**src/rtl/wireframe_scanout_pkg.sv**
```systemverilog
// wireframe_scanout_pkg: frame-buffer geometry defaults and width helper shared by the scanout block
package wireframe_scanout_pkg;
    localparam int WF_WIDTH = 8;
    localparam int WF_HEIGHT = 4;
    localparam int WIREFRAME_ADDR_SIZE = 5;
    localparam logic WIREFRAME_CLEAR_VAL = 1'b1;

    function automatic int wbits(input int n);
        return n > 1 ? $clog2(n) : 1;
    endfunction
endpackage

```
**src/rtl/wireframe_scanout_if.sv**
```systemverilog
// wireframe_scanout_if: rasterizer write port, control strobes and pixel stream of the scanout block
interface wireframe_scanout_if
    import wireframe_scanout_pkg::*;
#(
    parameter int WIDTH = WF_WIDTH,
    parameter int HEIGHT = WF_HEIGHT,
    parameter int ADDR_W = WIREFRAME_ADDR_SIZE
);
    logic write_en;
    logic [ADDR_W-1:0] addr;
    logic wf_data;
    logic clear;
    logic scan_start;
    logic px_valid;
    logic px_ready;
    logic px_data;
    logic [wbits(WIDTH)-1:0] px_x;
    logic [wbits(HEIGHT)-1:0] px_y;
    logic px_eol;
    logic px_eof;
    logic busy;
    logic done;

    modport master(
        output write_en, addr, wf_data, clear, scan_start, px_ready,
        input px_valid, px_data, px_x, px_y, px_eol, px_eof, busy, done
    );
    modport slave(
        input write_en, addr, wf_data, clear, scan_start, px_ready,
        output px_valid, px_data, px_x, px_y, px_eol, px_eof, busy, done
    );
endinterface

```
**src/rtl/wireframe_scanout_ram.sv**
```systemverilog
// wireframe_ram: 1-bit frame store, one write port and one synchronous read-before-write read port
module wireframe_ram
    import wireframe_scanout_pkg::*;
#(
    parameter int DEPTH = WF_WIDTH * WF_HEIGHT,
    parameter int AW = wbits(DEPTH)
) (
    input  logic clk,
    input  logic we,
    input  logic [AW-1:0] waddr,
    input  logic wdata,
    input  logic re,
    input  logic [AW-1:0] raddr,
    output logic rdata
);
    logic mem [DEPTH];

    always_ff @(posedge clk) begin
        if (we) mem[waddr] <= wdata;
        if (re) rdata <= mem[raddr];
    end
endmodule

```
**src/rtl/wireframe_scanout.sv**
```systemverilog
// wireframe_scanout: owns the wireframe frame buffer; accepts pixel writes, clears on command
// and streams the frame row-major over a valid/ready pixel stream
module wireframe_scanout
    import wireframe_scanout_pkg::*;
#(
    parameter int WIDTH = WF_WIDTH,
    parameter int HEIGHT = WF_HEIGHT,
    parameter int ADDR_W = WIREFRAME_ADDR_SIZE,
    parameter logic CLEAR_VAL = WIREFRAME_CLEAR_VAL
) (
    input logic clk,
    input logic n_rst,
    wireframe_scanout_if.slave bus
);
    localparam int NPIX = WIDTH * HEIGHT;
    localparam int XW = wbits(WIDTH);
    localparam int YW = wbits(HEIGHT);
    localparam int IW = wbits(NPIX);
    localparam logic [XW-1:0] XMAX = XW'(WIDTH - 1);
    localparam logic [YW-1:0] YMAX = YW'(HEIGHT - 1);
    localparam logic [IW-1:0] AMAX = IW'(NPIX - 1);
    localparam logic [ADDR_W:0] ALIM = (ADDR_W + 1)'(NPIX);

    typedef enum logic [1:0] {IDLE, CLEAR, SCAN} state_t;

    state_t state, state_n;
    logic [IW-1:0] clr_cnt, rd_addr, waddr;
    logic [XW-1:0] x, pend_x;
    logic [YW-1:0] y, pend_y;
    logic all_read, pend, fin, advance, issue, we, wdata, rdata;

    always_comb begin
        advance = !bus.px_valid || bus.px_ready;
        issue = state == SCAN && !all_read && advance;
        fin = (state == CLEAR && clr_cnt == AMAX) ||
              (state == SCAN && bus.px_valid && bus.px_ready && bus.px_eof);
        state_n = state == IDLE ? (bus.clear ? CLEAR : bus.scan_start ? SCAN : IDLE)
                : fin ? IDLE : state;
        we = state == CLEAR || (bus.write_en && {1'b0, bus.addr} < ALIM);
        waddr = state == CLEAR ? clr_cnt : bus.addr[IW-1:0];
        wdata = state == CLEAR ? CLEAR_VAL : bus.wf_data;
    end

    assign bus.busy = state != IDLE;

    always_ff @(posedge clk) begin
        if (!n_rst) begin
            state <= IDLE;
            bus.done <= 1'b0;
            clr_cnt <= '0;
            rd_addr <= '0;
            x <= '0;
            y <= '0;
            all_read <= 1'b0;
            pend <= 1'b0;
            pend_x <= '0;
            pend_y <= '0;
            bus.px_valid <= 1'b0;
            bus.px_data <= 1'b0;
            bus.px_x <= '0;
            bus.px_y <= '0;
            bus.px_eol <= 1'b0;
            bus.px_eof <= 1'b0;
        end else begin
            state <= state_n;
            bus.done <= fin;
            clr_cnt <= state == CLEAR ? clr_cnt + 1'b1 : '0;
            if (state != SCAN) begin
                rd_addr <= '0;
                x <= '0;
                y <= '0;
                all_read <= 1'b0;
            end else if (issue) begin
                rd_addr <= rd_addr + 1'b1;
                x <= x == XMAX ? '0 : x + 1'b1;
                y <= x == XMAX ? y + 1'b1 : y;
                all_read <= rd_addr == AMAX;
                pend_x <= x;
                pend_y <= y;
            end
            // RAM read stage and output register move together, so a stall freezes both
            if (advance) begin
                pend <= issue;
                bus.px_valid <= pend;
                if (pend) begin
                    bus.px_data <= rdata;
                    bus.px_x <= pend_x;
                    bus.px_y <= pend_y;
                    bus.px_eol <= pend_x == XMAX;
                    bus.px_eof <= pend_x == XMAX && pend_y == YMAX;
                end
            end
        end
    end

    wireframe_ram #(.DEPTH(NPIX), .AW(IW)) u_ram (
        .clk(clk),
        .we(we),
        .waddr(waddr),
        .wdata(wdata),
        .re(issue),
        .raddr(rd_addr),
        .rdata(rdata)
    );
endmodule

```
**src/flat_wrapper.sv**
```systemverilog
// flat-port wrapper written by rule: the top's interface ports become plain ports
module wireframe_scanout_flat import wireframe_scanout_pkg::*;
#(
    parameter int WIDTH = WF_WIDTH,
    parameter int HEIGHT = WF_HEIGHT,
    parameter int ADDR_W = WIREFRAME_ADDR_SIZE,
    parameter logic CLEAR_VAL = WIREFRAME_CLEAR_VAL
)
  (clk, n_rst, bus_write_en, bus_addr, bus_wf_data, bus_clear, bus_scan_start, bus_px_ready, bus_px_valid, bus_px_data, bus_px_x, bus_px_y, bus_px_eol, bus_px_eof, bus_busy, bus_done);
  wireframe_scanout_if #(.WIDTH(WIDTH), .HEIGHT(HEIGHT), .ADDR_W(ADDR_W)) bus_i ();
  input logic clk;
  input logic n_rst;
  input wire logic [$bits(bus_i.write_en)-1:0] bus_write_en;
  input wire logic [$bits(bus_i.addr)-1:0] bus_addr;
  input wire logic [$bits(bus_i.wf_data)-1:0] bus_wf_data;
  input wire logic [$bits(bus_i.clear)-1:0] bus_clear;
  input wire logic [$bits(bus_i.scan_start)-1:0] bus_scan_start;
  input wire logic [$bits(bus_i.px_ready)-1:0] bus_px_ready;
  output wire logic [$bits(bus_i.px_valid)-1:0] bus_px_valid;
  output wire logic [$bits(bus_i.px_data)-1:0] bus_px_data;
  output wire logic [$bits(bus_i.px_x)-1:0] bus_px_x;
  output wire logic [$bits(bus_i.px_y)-1:0] bus_px_y;
  output wire logic [$bits(bus_i.px_eol)-1:0] bus_px_eol;
  output wire logic [$bits(bus_i.px_eof)-1:0] bus_px_eof;
  output wire logic [$bits(bus_i.busy)-1:0] bus_busy;
  output wire logic [$bits(bus_i.done)-1:0] bus_done;
  assign bus_i.write_en = bus_write_en;
  assign bus_i.addr = bus_addr;
  assign bus_i.wf_data = bus_wf_data;
  assign bus_i.clear = bus_clear;
  assign bus_i.scan_start = bus_scan_start;
  assign bus_i.px_ready = bus_px_ready;
  assign bus_px_valid = bus_i.px_valid;
  assign bus_px_data = bus_i.px_data;
  assign bus_px_x = bus_i.px_x;
  assign bus_px_y = bus_i.px_y;
  assign bus_px_eol = bus_i.px_eol;
  assign bus_px_eof = bus_i.px_eof;
  assign bus_busy = bus_i.busy;
  assign bus_done = bus_i.done;
  wireframe_scanout #(.WIDTH(WIDTH), .HEIGHT(HEIGHT), .ADDR_W(ADDR_W), .CLEAR_VAL(CLEAR_VAL)) u_core (.clk(clk), .n_rst(n_rst), .bus(bus_i));
endmodule
```
**config.mk**
```make
export PLATFORM = sky130hd
export DESIGN_NAME = wireframe_scanout_flat
export DESIGN_NICKNAME = d
export VERILOG_FILES = /design/src/rtl/wireframe_scanout_pkg.sv /design/src/rtl/wireframe_scanout_if.sv /design/src/rtl/wireframe_scanout_ram.sv /design/src/rtl/wireframe_scanout.sv /design/src/flat_wrapper.sv
export SDC_FILE = /design/constraint.sdc
export NUM_CORES = 1
export LEC_CHECK = 0
export BUFFER_PORTS_ARGS = -buffer_cell sky130_fd_sc_hd__buf_2
export CAP_MARGIN = 5
export CORE_MARGIN = 10
export CORE_UTILIZATION = 30
export DETAILED_ROUTE_END_ITERATION = 10
export PLACE_DENSITY_LB_ADDON = 0.1
export SETUP_SLACK_MARGIN = 0.5
export SLEW_MARGIN = 20
export SYNTH_ARGS = -nofsm -noshare
export SYNTH_HDL_FRONTEND = slang
export SYNTH_HIERARCHICAL = 1
export SYNTH_SLANG_ARGS = --single-unit
```
**constraint.sdc**
```tcl
create_clock -name clk -period 2.55 [get_ports clk]
set_clock_uncertainty 0.05 [all_clocks]
set_input_delay 0.1275 -clock clk [delete_from_list [all_inputs] [get_ports clk]]
set_output_delay 0.1275 -clock clk [all_outputs]
set_load 0.05 [all_outputs]
```
== Word-level counts from Yosys, hierarchy flattened ==
Memory sizes are Yosys's and may differ from the RTL's. A register that Yosys moved wholly into a read port is not among the register bits.
Index checks and enable logic that the tools add are counted.
Cells by class
  muxes and demuxes: 9
  eq/ne operators: 8
  add/sub/neg operators: 4
  bitwise gates (word level): 2
  reductions and logical operators: 20
Operators by type and width (number)
  5-bit by 1-bit adder with 5-bit output (second input constant): 2
  5-bit == test (second input constant): 2
  2-bit two-way mux: 4
  2-bit AND reduction: 4
  1-bit logical AND: 7
  3-bit == test (second input constant): 2
  5-bit two-way mux: 1
  2-bit == test (second input constant): 2
  2-bit nonzero test: 2
  3-bit by 1-bit adder with 3-bit output (second input constant): 1
  1-bit logical OR: 3
  1-bit two-way mux: 3
  3-bit two-way mux: 1
  2-bit by 1-bit adder with 2-bit output (second input constant): 1
  2-bit by 1-bit == test with 1-bit output (second input constant): 1
  1-bit logical NOT: 2
  2-bit logical NOT: 1
  2-bit != test (second input constant): 1
  1-bit inverter: 2
  2-bit OR reduction: 1
Storage, ports and cells
  output and inout port bits: 11
  memories kept: 1
  input bits: 12
  register bits: 34
  logic and storage cells: 60
  RAM bits: 32
Memory list
  u_core.u_ram.mem: depth 32, width 1, rd ports 1, clocked after memory_dff 1, wr ports 1, line wireframe_scanout_ram.sv:16  | logic mem [DEPTH];

== Logic depth before layout (Yosys ltp) ==
  depth after elaboration: 7
  mapped depth: 7
  mapped depth without buffers: 5

== Cells and area by module ==
The synthesis kept the hierarchy.
Modules (own cells, without submodules)
  wireframe_scanout: sequential area each 680.7 µm², times used 1, area an instance 1567.8 µm², cells an instance 170
  wireframe_ram: sequential area each 991.0 µm², times used 1, area an instance 1527.7 µm², cells an instance 120

== Least setup slack after synthesis ==
Ideal clock, no wire load.
  kind: register to register
  start: register u_core.state[1]
  end: memory u_core.u_ram.mem[20], enable pin
  setup time: 299 ps
  clock period less this slack: 2191 ps
  path buffers: 2
  path slack: 359 ps
  cell stages (with the launch flop): 7
  arrival: 1841 ps
  required time: 2201 ps
  cells stage by stage: dfxtp_1 -> and2b_1 -> buf_2 -> mux2_2 -> or3b_2 -> clkbuf_1 -> nor2_1
Between the ends
  elaborated cells between the ends (all ways): 5
  those cells by class: 1 x eq/ne; 3 x mux; 1 x reduce/logical
RTL lines
  from (decl): line wireframe_scanout.sv:26  | state_t state, state_n;
  from (signal assigned): line wireframe_scanout.sv:65  | state <= state_n;
  2-bit by 1-bit == test with 1-bit output: line wireframe_scanout.sv:40  | waddr = state == CLEAR ? clr_cnt : bus.addr[IW-1:0];
  5-bit two-way mux: line wireframe_scanout.sv:40
  net u_core.waddr[0]: line wireframe_scanout.sv:27  | logic [IW-1:0] clr_cnt, rd_addr, waddr;
  to (decl): line wireframe_scanout_ram.sv:16
The timed path passes the listed nets, and every way through them passes these cells.

== Worst setup path in the final report ==
  start: register u_core.state[1]
  end: memory u_core.u_ram.mem[4], enable pin
Same word-level chain as after synthesis.

==> summary.md <==
| Metric | Value |
|---|---|
| Worst-path clk slew | `0.07 ns` |
| CTS sink cnt | `67` |
| Initial DRC count | `108` |
| Commonest non-fill, non-tap cell in the layout | `edfxtp_1` |
| GRT Total Usage | `9.92%` |
| Status | `finished, final reports clean` |
| Detailed Routing Iterations Pass 1 | `4` |
| # diodes | `0` |
| Rows | `37` |
| Post-Place Cells | `435` |
| # DRC | `0` |
| Die area | `14800 µm²` |
| Register area | `1680 µm²` |
| Core ar. | `10200 µm²` |
| Worst slew pin tran | `0.577 ns` |
| Syn_area_per_cell | `10.7 µm²` |
| F_max | `501 MHz` |
| Clock Latency Late Sink | `0.34 ns` |
| Endpoint, Worst Hold | `u_core/state[1]` |
| Initial antenna violation count | `0` |
| Min cycle time layout | `2.00 ns` |
| Post-DP Area | `3320 µm²` |
| Pleak | `1.18 nW` |
| Final setup vio count | `0` |
| RSZ-0062 raised after global routing | `no` |
| Vias post-DR | `2177` |
| Setup TNS | `0 ns` |
| Max_slew headroom | `between 60% and 70%` |
| Yosys cell types | `42` |
| HPWL Detailed | `4730 µm` |
| Initial Util | `between 30% and 40%` |
| Worst endpoint required time | `about 2.6 ns` |
| H-Tree Depth | `3` |
| Hold_sp | `bus_scan_start` |
| Area Overhead vs Synth | `14.8%` |
| R2r setup slk | `0.55 ns` |
| Placer Congestion | `0.728` |
| CTS tree | `done` |
| Pwr dens | `593 nW/µm²` |
| Worst r2r dst | `u_core/u_ram/mem[4]` |
| Hold crit path type | `in -> reg` |
| Die height | `122 µm` |
| Peak VDD IR | `approximately 240 µV` |
| Post-Syn Area | `3100 µm²` |
| Final Max Slew Viols | `0` |
| Final Hold Fails | `0` |
| Dpl ws | `0.259 ns` |
| # Max-Cap Violations | `0` |
| Post-Synthesis Cells | `between 200 and 300` |
| CTS Buffer Depth | `2` |
| DR vias/cell | `4.78` |
| Final setup margin | `0.553 ns` |
| Seq/Total Area, Yosys | `54.0%` |
| Setup CP Type | `reg -> reg` |
| Die X | `122 µm` |
| DR WL/cell | `around 15 µm` |
| Cts bufs inserted | `9` |
| Layout cell share with drive strength beyond 1 | `21.9%` |
| Kind of end point of the critical path | `flop` |
| Worst setup SP type | `flop` |
| # IOs | `23` |
| Warnings from Yosys | `6` |
| Final Cycle Share | `78.3%` |
| First-pass GRT wire length | `11500 µm` |
| Final Net Count | `332` |
| Antenna Nets Post-Route | `0` |
| Grt ovf | `0` |
| Filler Cells Inserted | `1055` |
| Port Buffer Count | `22` |
| Total Power | `2.11 mW` |
| Multi-input gate area | `1370 µm²` |
| Mapped Nets | `308` |
| Vias in the first global route | `around 2200` |
| Clock root cell | `clkbuf_8` |
| Arr. time, crit path | `about 2 ns` |
| Commonest non-fill, non-tap cells in the layout | `33 x edfxtp_1, 32 x dfxtp_1, 31 x nor2_1, 24 x mux2i_1` |
| Post-route non-filler standard cell count | `455` |
| Worst R2R Start | `u_core/state[1]` |
| Design Area, Final | `3550 µm²` |
| Worst R2R Path Depth | `4` |
| Largest net degree at the start of global routing | `33` |
| Yosys reg bits | `67` |
| Final WL | `approximately 6900 µm` |
| Worst hold path depth | `3` |
| Worst Path Max Fanout | `8` |
## sequential cells by signal, summed over array words and instances, names as in the netlist
register,cells
u_core/u_ram/rdata,1
u_core/bus.px_valid,1
u_core/pend_x,3
u_core/bus.px_data,1
u_core/bus.done,1
u_core/state,2
u_core/pend,1
u_core/all_read,1
u_core/bus.px_eof,1
u_core/bus.px_y,2
u_core/pend_y,2
u_core/u_ram/mem,32
u_core/bus.px_x,3
u_core/bus.px_eol,1
u_core/y,2
u_core/clr_cnt,5
u_core/rd_addr,5
u_core/x,3
## layout make-up
class / count / share of cell area (%)
tap: 136 / 4.79
clock buffer: 9 / 3.49
clock inverter: 7 / 1.51
multi-input combinational: 205 / 38.4
inverter: 4 / 0.423
sequential: 67 / 47.2
timing repair buffer: 27 / 4.16
## critical path: stages (launching register included)
cell,delay [ns]
dfxtp_4,0.38
and2b_4,0.32
mux2_4,0.33
or3b_4,0.50
nor2_2,0.14
## metrics by stage
| stage | util [%] | hold WS (ns) |
|---|---|---|
| final | 34.9 | 0.0440 |
| after global routing | 34.9 | 0.0475 |
| after CTS | 34.7 | 0.0249 |
| after detailed placement | 32.6 | 0.391 |
| after global placement | 32.6 | 0.408 |
| after floorplan | - | 0.214 |
## how the worst max path moves through the flow
stage	from	slack, ns	end	depth (start not counted)
6_report	u_core/state[1]	0.55	u_core/u_ram/mem[4]	4
5_1_grt	u_core/state[1]	0.50	u_core/u_ram/mem[4]	4
4_1_cts	u_core/state[1]	0.51	u_core/u_ram/mem[22]	4
3_5_place_dp	u_core/state[0]	0.26	u_core/u_ram/mem[17]	4
3_3_place_gp	u_core/state[1]	0.30	u_core/u_ram/mem[19]	4
2_1_floorplan	u_core/state[1]	0.50	u_core/u_ram/mem[18]	5
## what timing repair did
action,4_1_cts,5_1_grt
buffers inserted,2,1
cloned,1,0
hold buffers,0,0
gates resized for setup,6,4
endpoints found under the setup margin,30,15
pin swaps,0,1
## cell usage after synthesis
| library cell | count | area, µm² |
|---|---|---|
| or2_2 | 5 | 31.3 |
| buf_6 | 3 | 33.8 |
| buf_2 | 4 | 20.0 |
| or3_1 | 2 | 12.5 |
| nor3b_1 | 2 | 15.0 |
| nor4_1 | 1 | 6.26 |
| or4b_4 | 1 | 13.8 |
| o21ai_0 | 8 | 40.0 |
| nor2b_1 | 2 | 12.5 |
| dfxtp_1 | 34 | 681 |
| nand2b_1 | 4 | 25.0 |
| mux2_2 | 5 | 56.3 |
| nor2b_4 | 1 | 13.8 |
| xnor2_1 | 1 | 8.76 |
| a311o_1 | 1 | 10.0 |
| o31ai_1 | 7 | 52.6 |
| a21oi_1 | 22 | 110 |
| nand3_1 | 18 | 90.1 |
| a22oi_1 | 4 | 30.0 |
| clkbuf_1 | 7 | 26.3 |
| a211oi_1 | 1 | 7.51 |
| and2_1 | 1 | 6.26 |
| and3_1 | 5 | 31.3 |
| o21a_1 | 1 | 7.51 |
| clkinv_1 | 1 | 3.75 |
| nor3_4 | 1 | 16.3 |
| or3b_2 | 3 | 26.3 |
| inv_1 | 3 | 11.3 |
| or4_1 | 3 | 22.5 |
| o211ai_1 | 1 | 7.51 |
| buf_12 | 1 | 20.0 |
| nand3b_1 | 6 | 45.0 |
| nand4b_1 | 1 | 8.76 |
| xor2_1 | 1 | 8.76 |
| nor2_1 | 39 | 146 |
| nand4_1 | 5 | 31.3 |
| ha_1 | 6 | 75.1 |
| mux2i_1 | 24 | 240 |
| nand2b_4 | 1 | 13.8 |
| and2b_1 | 2 | 15.0 |
| nand2_1 | 19 | 71.3 |
| edfxtp_1 | 33 | 991 |
## power breakdown
group	switching, mW	total (mW)	internal [mW]
clock network	0.427	0.784	0.357
logic	0.108	0.168	0.0601
registers	0.00995	1.16	1.15
## per-layer routing
metal | part of all wire [%] | up-vias | track usage [%]
li1 | - | 1100 | -
met1 | 49 | 1052 | 12.5
met2 | 47 | 20 | 15.7
met3 | 3.0 | 5 | 3.42
met4 | 1.2 | 0 | 3.13
met5 | 0 | - | 0
## cells by family after synthesis
family | Yosys count | synth area share (%)
compound gates | 45 | 8.57
xor+xnor | 2 | 0.566
fa+ha+maj | 6 | 2.43
buf+inv | 19 | 3.72
flops | 67 | 54.0
mux | 29 | 9.58
simple gates | 122 | 21.1
(Power assumes the default switching activity.)
